==> config.mk <==
export PLATFORM = sky130hd
export DESIGN_NAME = ps2_keystroke_filter_flat
export DESIGN_NICKNAME = d
export VERILOG_FILES = /design/src/rtl/ps2_keystroke_filter_if.sv /design/src/rtl/ps2_keystroke_filter.sv /design/src/flat_wrapper.sv
export SDC_FILE = /design/constraint.sdc
export NUM_CORES = 1
export LEC_CHECK = 0
export CAP_MARGIN = 0
export CORE_ASPECT_RATIO = 0.9
export CORE_MARGIN = 2
export CORE_UTILIZATION = 30
export CTS_CLUSTER_SIZE = 20
export DETAILED_ROUTE_END_ITERATION = 7
export HOLD_SLACK_MARGIN = 0.12
export PLACE_DENSITY = 0.57
export SLEW_MARGIN = 20
export SYNTH_ARGS = -nofsm -noshare
export SYNTH_HDL_FRONTEND = slang
export SYNTH_SLANG_ARGS = --single-unit
==> constraint.sdc <==
create_clock -name clk -period 7.9 [get_ports clk]
set_input_delay 1.58 -clock clk [delete_from_list [all_inputs] [get_ports clk]]
set_output_delay 1.58 -clock clk [all_outputs]
set_load 0.005 [all_outputs]
==> src/rtl/ps2_keystroke_filter_if.sv <==
// Key event bus between the PS/2 byte source, the keystroke filter
// and the reader FSM that pops events.
interface ps2_keystroke_filter_if #(
  parameter int FIFO_DEPTH = 4
);
  localparam int CW = $clog2(FIFO_DEPTH) + 1;

  logic          ps2_data_en;
  logic [7:0]    ps2_data;
  logic          clear;
  logic          key_ready;
  logic          key_valid;
  logic [7:0]    key_code;
  logic          key_extended;
  logic          key_held;
  logic [CW-1:0] fifo_count;
  logic          overflow;

  modport master (
    output ps2_data_en,
    output ps2_data,
    output clear,
    output key_ready,
    input  key_valid,
    input  key_code,
    input  key_extended,
    input  key_held,
    input  fifo_count,
    input  overflow
  );

  modport slave (
    input  ps2_data_en,
    input  ps2_data,
    input  clear,
    input  key_ready,
    output key_valid,
    output key_code,
    output key_extended,
    output key_held,
    output fifo_count,
    output overflow
  );
endinterface

==> src/rtl/ps2_keystroke_filter.sv <==
// Collapses PS/2 Set-2 scan-code sequences into one event per key
// press and queues them in a small show-ahead FIFO.
module ps2_keystroke_filter #(
  parameter int FIFO_DEPTH      = 4,
  parameter int REPEAT_SUPPRESS = 1
) (
  input  logic                   clk,
  input  logic                   reset,
  ps2_keystroke_filter_if.slave  bus
);
  localparam int AW = $clog2(FIFO_DEPTH);
  localparam int CW = AW + 1;
  localparam logic [CW-1:0] FULL = CW'(FIFO_DEPTH);

  typedef enum logic [2:0] {
    IDLE, EXT, BRK, EBRK, PAUSE
  } state_t;

  typedef struct packed {
    logic       ext;
    logic [7:0] code;
  } key_t;

  state_t        st, st_n;
  logic [2:0]    cnt, cnt_n;
  logic          mk, brk;
  key_t          ev;

  logic          held_valid;
  key_t          held;

  key_t          mem [FIFO_DEPTH];
  logic [AW-1:0] rd, wr;
  logic [CW-1:0] count;
  logic          ovf;

  logic          match, push, pop, full, do_push;

  // Decoder state and Pause skip counter; clear wins over bytes.
  always_ff @(posedge clk or posedge reset) begin
    if (reset) begin
      st  <= IDLE;
      cnt <= 3'd0;
    end else if (bus.clear) begin
      st  <= IDLE;
      cnt <= 3'd0;
    end else begin
      st  <= st_n;
      cnt <= cnt_n;
    end
  end

  // Next-state decode of one scan-code byte into make/break events.
  always_comb begin
    st_n     = st;
    cnt_n    = cnt;
    mk       = 1'b0;
    brk      = 1'b0;
    ev.ext   = 1'b0;
    ev.code  = bus.ps2_data;
    if (bus.ps2_data_en) begin
      unique case (st)
        IDLE: begin
          case (bus.ps2_data)
            8'hE0: st_n = EXT;
            8'hF0: st_n = BRK;
            8'hE1: begin
              st_n  = PAUSE;
              cnt_n = 3'd7;
            end
            8'h00, 8'hAA, 8'hFA, 8'hFC,
            8'hFD, 8'hFE, 8'hFF: begin
              st_n = IDLE;
            end
            default: mk = 1'b1;
          endcase
        end
        EXT: begin
          st_n   = IDLE;
          ev.ext = 1'b1;
          case (bus.ps2_data)
            8'hF0:        st_n = EBRK;
            8'h12, 8'h59: mk   = 1'b0;
            default:      mk   = 1'b1;
          endcase
        end
        BRK: begin
          st_n = IDLE;
          brk  = 1'b1;
        end
        EBRK: begin
          st_n   = IDLE;
          ev.ext = 1'b1;
          brk    = 1'b1;
        end
        PAUSE: begin
          if (cnt <= 3'd1) begin
            st_n  = IDLE;
            cnt_n = 3'd0;
          end else begin
            cnt_n = cnt - 3'd1;
          end
        end
        default: st_n = IDLE;
      endcase
    end
  end

  assign match   = held_valid && (held == ev);
  assign push    = mk && !bus.clear &&
                   !((REPEAT_SUPPRESS != 0) && match);
  assign pop     = (count != '0) && bus.key_ready && !bus.clear;
  assign full    = (count == FULL);
  assign do_push = push && (!full || pop);

  // Held key: last pressed key wins, released only by its own break.
  always_ff @(posedge clk or posedge reset) begin
    if (reset) begin
      held_valid <= 1'b0;
      held       <= '0;
    end else if (bus.clear) begin
      held_valid <= 1'b0;
    end else if (push) begin
      held_valid <= 1'b1;
      held       <= ev;
    end else if (brk && match) begin
      held_valid <= 1'b0;
    end
  end

  // FIFO storage; contents are don't-care while not counted.
  always_ff @(posedge clk) begin
    if (do_push) mem[wr] <= ev;
  end

  // FIFO pointers, occupancy and sticky overflow flag.
  always_ff @(posedge clk or posedge reset) begin
    if (reset) begin
      rd    <= '0;
      wr    <= '0;
      count <= '0;
      ovf   <= 1'b0;
    end else if (bus.clear) begin
      rd    <= '0;
      wr    <= '0;
      count <= '0;
      ovf   <= 1'b0;
    end else begin
      if (do_push) wr <= wr + 1'b1;
      if (pop)     rd <= rd + 1'b1;
      if (push && full && !pop) ovf <= 1'b1;
      unique case ({do_push, pop})
        2'b10:   count <= count + 1'b1;
        2'b01:   count <= count - 1'b1;
        default: count <= count;
      endcase
    end
  end

  assign bus.key_valid    = (count != '0);
  assign bus.key_code     = bus.key_valid ? mem[rd].code : 8'h00;
  assign bus.key_extended = bus.key_valid && mem[rd].ext;
  assign bus.key_held     = held_valid;
  assign bus.fifo_count   = count;
  assign bus.overflow     = ovf;
endmodule

==> src/flat_wrapper.sv <==
// flat-port wrapper written by rule: the top's interface ports become plain ports
module ps2_keystroke_filter_flat 
#(
  parameter int FIFO_DEPTH      = 4,
  parameter int REPEAT_SUPPRESS = 1
)
  (clk, reset, bus_ps2_data_en, bus_ps2_data, bus_clear, bus_key_ready, bus_key_valid, bus_key_code, bus_key_extended, bus_key_held, bus_fifo_count, bus_overflow);
  ps2_keystroke_filter_if #(.FIFO_DEPTH(FIFO_DEPTH)) bus_i ();
  input  logic clk;
  input  logic reset;
  input wire logic [$bits(bus_i.ps2_data_en)-1:0] bus_ps2_data_en;
  input wire logic [$bits(bus_i.ps2_data)-1:0] bus_ps2_data;
  input wire logic [$bits(bus_i.clear)-1:0] bus_clear;
  input wire logic [$bits(bus_i.key_ready)-1:0] bus_key_ready;
  output wire logic [$bits(bus_i.key_valid)-1:0] bus_key_valid;
  output wire logic [$bits(bus_i.key_code)-1:0] bus_key_code;
  output wire logic [$bits(bus_i.key_extended)-1:0] bus_key_extended;
  output wire logic [$bits(bus_i.key_held)-1:0] bus_key_held;
  output wire logic [$bits(bus_i.fifo_count)-1:0] bus_fifo_count;
  output wire logic [$bits(bus_i.overflow)-1:0] bus_overflow;
  assign bus_i.ps2_data_en = bus_ps2_data_en;
  assign bus_i.ps2_data = bus_ps2_data;
  assign bus_i.clear = bus_clear;
  assign bus_i.key_ready = bus_key_ready;
  assign bus_key_valid = bus_i.key_valid;
  assign bus_key_code = bus_i.key_code;
  assign bus_key_extended = bus_i.key_extended;
  assign bus_key_held = bus_i.key_held;
  assign bus_fifo_count = bus_i.fifo_count;
  assign bus_overflow = bus_i.overflow;
  ps2_keystroke_filter #(.FIFO_DEPTH(FIFO_DEPTH), .REPEAT_SUPPRESS(REPEAT_SUPPRESS)) u_core (.clk(clk), .reset(reset), .bus(bus_i));
endmodule
Yosys cells after proc, flatten, opt, wreduce, memory -nomap -nowiden --
Memories as Yosys holds them, arrays and structs flattened. Index checks and enable logic that the tools add are counted.
Word-level totals: bits of input ports 13, register bits after elaboration 24, word-level logic and storage cells 105, bits in writable memories 36, memories 1, output and inout port bits 15
Memory list:
- u_core.mem | depth 4, width 9, rd ports 1, clocked after memory_dff 0, write ports 1, line ps2_keystroke_filter.sv:32 | key_t mem [FIFO_DEPTH];
Cells by class: bitwise operators 1, magnitude comparators 1, equality and inequality tests 22, muxes and demuxes 33, reductions and logical operators 33, add/sub/neg operators 5
Operator list (number):
- $eq 8x8->1 const B | 9
- $mux 3 | 8
- $mux 1 | 14
- $pmux 3 s2 | 2
- $pmux 3 s4 | 1
- $reduce_bool 3->1 | 4
- $logic_and 1x1->1 | 10
- $mux 2 | 5
- $reduce_or 10->1 | 1
- $eq 9x9->1 | 1
- $pmux 3 s3 | 1
- $eq 8x5->1 const B | 1
- $eq 8x7->1 const B | 1
- $logic_not 8->1 | 1
- $mux 8 | 1
- $reduce_bool 2->1 | 4
- $reduce_or 7->1 | 1
- $eq 3x2->1 const B | 2
- $eq 3x3->1 const B | 2
- $ne 6x5->1 const B | 1
- $reduce_and 3->1 | 2
- $sub 3x1->3 const B | 2
- $add 2x1->2 const B | 2
- $logic_not 1->1 | 4
- 14 further kinds | 15

Longest topological paths before layout --
depth in word-level cells 12, mapped depth 14, mapped depth without buffers 12

Worst setup path after synthesis --
Ideal clock, no wire load.
path kind input to register, start point input port bus_ps2_data[3], end point register u_core.count[2], in the netlist u_core.bus.fifo_count[2], required time 7.767 ns, arrival time 3.905 ns, slack 3.862 ns, setup time 0.133 ns, path buffers 2, cell stages on the path 14, cells stage by stage buf_6 -> nor4_2 -> nand2_1 -> and4b_1 -> a22oi_4 -> nor2_4 -> buf_6 -> or2_2 -> fa_1 -> nand2_1 -> nor4b_1 -> o21a_1 -> a31oi_1 -> nand4_1
Between the ends: word-level cells in the longest chain between the ends 11, elaborated cells between the ends (all ways) 29, those cells by class eq/ne (14); mux (6); reduce/logical (9)
RTL lines:
- start: declaration | line flat_wrapper.sv:12 | input wire logic [$bits(bus_i.ps2_data)-1:0] bus_ps2_data;
- $eq 8x8->1, or another cell as far along | line ps2_keystroke_filter.sv:64 | case (bus.ps2_data)
- $reduce_or 10->1 (no line) or $reduce_or 3->1 (tied branches)
- $mux 1 (on tied branches) | line ps2_keystroke_filter.sv:64, ps2_keystroke_filter.sv:81
- $pmux 1 s2 | line ps2_keystroke_filter.sv:62 | unique case (st)
- $mux 1 | line ps2_keystroke_filter.sv:61 | if (bus.ps2_data_en) begin
- $logic_and 1x1->1 | line ps2_keystroke_filter.sv:110 | assign push = mk && !bus.clear &&
- $logic_and 1x1->1 * | line ps2_keystroke_filter.sv:110
- $logic_and 1x1->1 * | line ps2_keystroke_filter.sv:114 | assign do_push = push && (!full || pop);
- $eq 2x1->1 or $eq 2x2->1 (tied branches) | line ps2_keystroke_filter.sv:152 | unique case ({do_push, pop})
- $pmux 3 s2 | line ps2_keystroke_filter.sv:152
- $mux 3 | line ps2_keystroke_filter.sv:143 | end else if (bus.clear) begin
- end signal: assignment | line ps2_keystroke_filter.sv:153 | 2'b10: count <= count + 1'b1;
- end signal: assignment | line ps2_keystroke_filter.sv:154 | 2'b01: count <= count - 1'b1;
- end signal: assignment | line ps2_keystroke_filter.sv:155 | default: count <= count;
- end: declaration | line ps2_keystroke_filter.sv:34 | logic [CW-1:0] count;
Every way passes the cells marked *; elsewhere a longest branch is shown, timed or not. A chain may end at the register's enable or synchronous reset.

Worst setup path in the final report --
start point input port bus_ps2_data[6], end point register u_core.count[2], in the netlist u_core.bus.fifo_count[2]
The elaborated chain is that of the path after synthesis.

==> summary.txt <==
Status
  • Result of the run: completed

STA
  • Setup total negative slack: 0 ns
  • Fin. max-slew vios: 0
  • Clock period minus final worst setup slack: 4.62 ns
  • Post-route fraction of the period consumed by the critical path: 58.5%
  • Hold Vio Cnt, Final: 0
  • Max Freq: 0.216 GHz
  • Final clock skew: 0.00664 ns
  • Unrepaired setup endpoints after global routing: no
  • Final number of setup-violating endpoints: 0
  • Worst slew pin tran: 0.933 ns
  • Max-slew headroom at the worst pin: 37.4%
  • Minimum setup slack in the final design: 3.28 ns

Synth
  • Mean instance size in the synthesized netlist: 13.1 sq um
  • Top cell type's share of synthesized area: 35.5%
  • Dominant combinational cell family by area after synthesis: simple AND/OR/NAND/NOR gates
  • Number of flip-flops and latches in the synthesized netlist: 60
  • Primary flip-flop cell chosen by synthesis mapping: edfxtp_1
  • Instance count of the mapped netlist: 233
  • Number of enable flip-flop cells after synthesis: 36
  • Portion of netlist area occupied by mux cells: 11.3%
  • Area leader, netlist: edfxtp_1
  • Synth Net Count: 252
  • Synth Area in Adders: 2.71%
  • Register area share after synthesis: 55.1%
  • Synthesized-area fraction occupied by ao, oa, aoi and oai cells: 7.76%
  • Synthesis Warnings: 0
  • Unique cell type count in the Yosys netlist: 52
  • Most area-consuming cells after synthesis: edfxtp_1 (35%), dfrtp_1 (20%), mux4_2 (6.6%)
  • Synth Cell Area: 3050 sq um
  • Post-synthesis simple-gate area fraction: 15.6%
  • Share of async-settable or async-resettable flops after synthesis: 40.0%
  • Xor/xnor share of the synthesized area: 3.73%

Clock tree
  • Hold_buf cts: 0
  • Clock transition at path regs: 0.06 ns
  • CTS tree: yes
  • H-tree depth: 3
  • Cell at the root of the clock tree: clkbuf_16
  • Post-CTS Setup Inserts: 0
  • Post-cts resize count: 0
  • Clock latency on the worst-skew pair: 0.32 ns
  • Clk sinks: 60
  • Inserted Clock Buffers: 9
  • Worst-case clock buffer depth: 2

Critical path
  • Critical path required time: 8.09 ns
  • Worst setup SP type: input pin
  • Crit path capture: u_core.bus.fifo_count[2]
  • Worst setup slack for register-to-register paths: 4.79 ns
  • Logic depth of the worst register-to-register path: 12
  • Launch point of the worst path: bus_ps2_data[6]
  • Arrival time of data at the critical path endpoint: 4.81 ns
  • Capturing element type of the critical path: flip-flop
  • RR Startpoint: u_core.st[2]
  • Startpoint-to-endpoint class of the critical path: input pin to flip-flop
  • Reg-to-reg critical path endpoint: u_core.bus.fifo_count[2]
  • Largest fanout of any net on the critical path: 16

Cells and area
  • Area of the multi-input gates: 1250 sq um
  • Combined flip-flop and latch cell area: 1680 sq um
  • Fraction of final layout cells sized beyond drive strength 1: 17.1%
  • Diode count: 0
  • Fin nets: 277
  • Layout Cells excl Fill: 389
  • Filler Cell Count: 979
  • Commonest non-fill, non-tap cell in the layout: edfxtp_1
  • Leading cell types in the layout, fill and taps excluded: edfxtp_1 (36), clkdlybuf4s50_1 (27), dfrtp_1 (24)
  • Area grow syn2layout: 20.9%

GRT
  • Total routing usage reported by global routing: 12.7%
  • Number of global-route vias before repair: 1995
  • First-pass GRT wire length: 10600 um
  • Pin count of the biggest net entering global routing: 25
  • Overflow left after global routing: 0
  • Initial antenna violation count: 0

Place
  • Count of buffers inserted at the top-level ports: 27
  • Post-place setup slack: 2.90 ns
  • RePlAce Congestion: 0.780
  • Detailed placement HPWL: 4100 um
  • Placed insts: 373

Die
  • Width of the die: 110 um
  • Total I/O pin count: 28
  • Row Count: 34
  • Die height: 99.6 um
  • Die footprint: 11000 sq um
  • Area of the core: 9780 sq um
  • Effective utilization at floorplan: 31.2%

Routing
  • Routed length per instance: 15.8 um
  • Count of unresolved DRC violations after routing: 0
  • Initial DRC count: 135
  • Number of nets with antenna violations after routing: 0
  • Vias: 1905
  • Wire length after detailed routing: 6150 um
  • Pre-antenna DRT Iters: 4
  • Via/cell ratio: 4.90

Power
  • Largest voltage drop on the vdd net: 132 uV
  • Total power draw: 890 uW
  • Static leakage power: 0.00128 uW
  • Pwr per Cell Area: 242 nW/um^2

Hold path
  • Worst min-delay path category: flip-flop to flip-flop
  • Critical hold path startpoint: u_core.cnt[0]

Job
  • MaxCap Viol Count: 0
[registers in the layout, summed over array words and instances (netlist names)]
signal,flops
u_core.bus.overflow,1
u_core.held,9
u_core.bus.fifo_count,3
u_core.cnt,3
u_core.rd,2
u_core.wr,2
u_core.st,3
u_core.mem,36
u_core.bus.key_held,1
[cells by family after synthesis]
logic type | count (synthesis)
XOR/XNOR | 13
AO/OA/AOI/OAI | 29
flip-flops | 60
adder cells (fa/ha/maj) | 6
buffers and inverters | 25
AND/OR/NAND/NOR | 78
multiplexers | 22
[per-stage QoR]
step	cell area, sq um	utilization (%)	hold WS (ns)
floorplan	3050	-	0.471
global placement	3410	34.8	0.493
detailed placement	3410	34.8	0.498
CTS	3690	37.7	0.512
global route	3690	37.7	0.531
finish	3690	37.7	0.520
[worst max-delay path: stages]
cell	delay [ns]
clkdlybuf4s50_1	0.74
nand4b_1	0.15
nor4_1	0.44
nor4_1	0.16
a22oi_4	0.31
nor2_4	0.16
or2_2	0.33
fa_1	0.40
nand2_1	0.11
nor4b_1	0.07
o21a_1	0.10
a31oi_1	0.14
nand4_1	0.10
[synth_stat cells, drive strengths merged (6+ instances only)]
cell type and number:
edfxtp 36, dfrtp 24, nor2 16, and2 14, nand2 12, inv 11
xnor2 11, mux2 10, mux4 9, clkbuf 8, nor3 7, o21ai 7
a31oi 6, nor4 6
[layout make-up]
class	instances	share of cell area [%]
flip-flops and latches	60	45.6
repair buffers	27	7.33
well taps	126	4.28
multi-input cells	148	34.0
clock inverters	7	1.43
inverters	12	1.22
clock buffers	9	6.11
[worst min path at each step]
stage                     to  slack [ns]  depth (start not counted)
3_5_place_dp   u_core.cnt[0]        0.50                          2
3_3_place_gp   u_core.cnt[0]        0.49                          2
6_report       u_core.cnt[0]        0.52                          2
2_1_floorplan  u_core.cnt[0]        0.47                          2
4_1_cts        u_core.cnt[0]        0.51                          2
5_1_grt        u_core.cnt[0]        0.53                          2
[where the power goes]
part	internal (uW)	total (uW)	leakage, uW	switching, uW
clock	213	352	0.000136	139
combinational	88.7	159	0.000517	70.3
sequential	355	379	0.000632	23.8
[metal layers]
layer | part of all wire, % | wire length (um) | global-route usage [%] | up-vias
met5 | 0 | 0 | 0 | -
met4 | 0.049 | 3 | 2.88 | 0
met3 | 3.8 | 232 | 4.19 | 2
met2 | 46 | 2810 | 18.8 | 36
met1 | 50 | 3100 | 18.0 | 941
li1 | - | - | - | 926
Note: power is estimated with default switching activity, not from simulation.
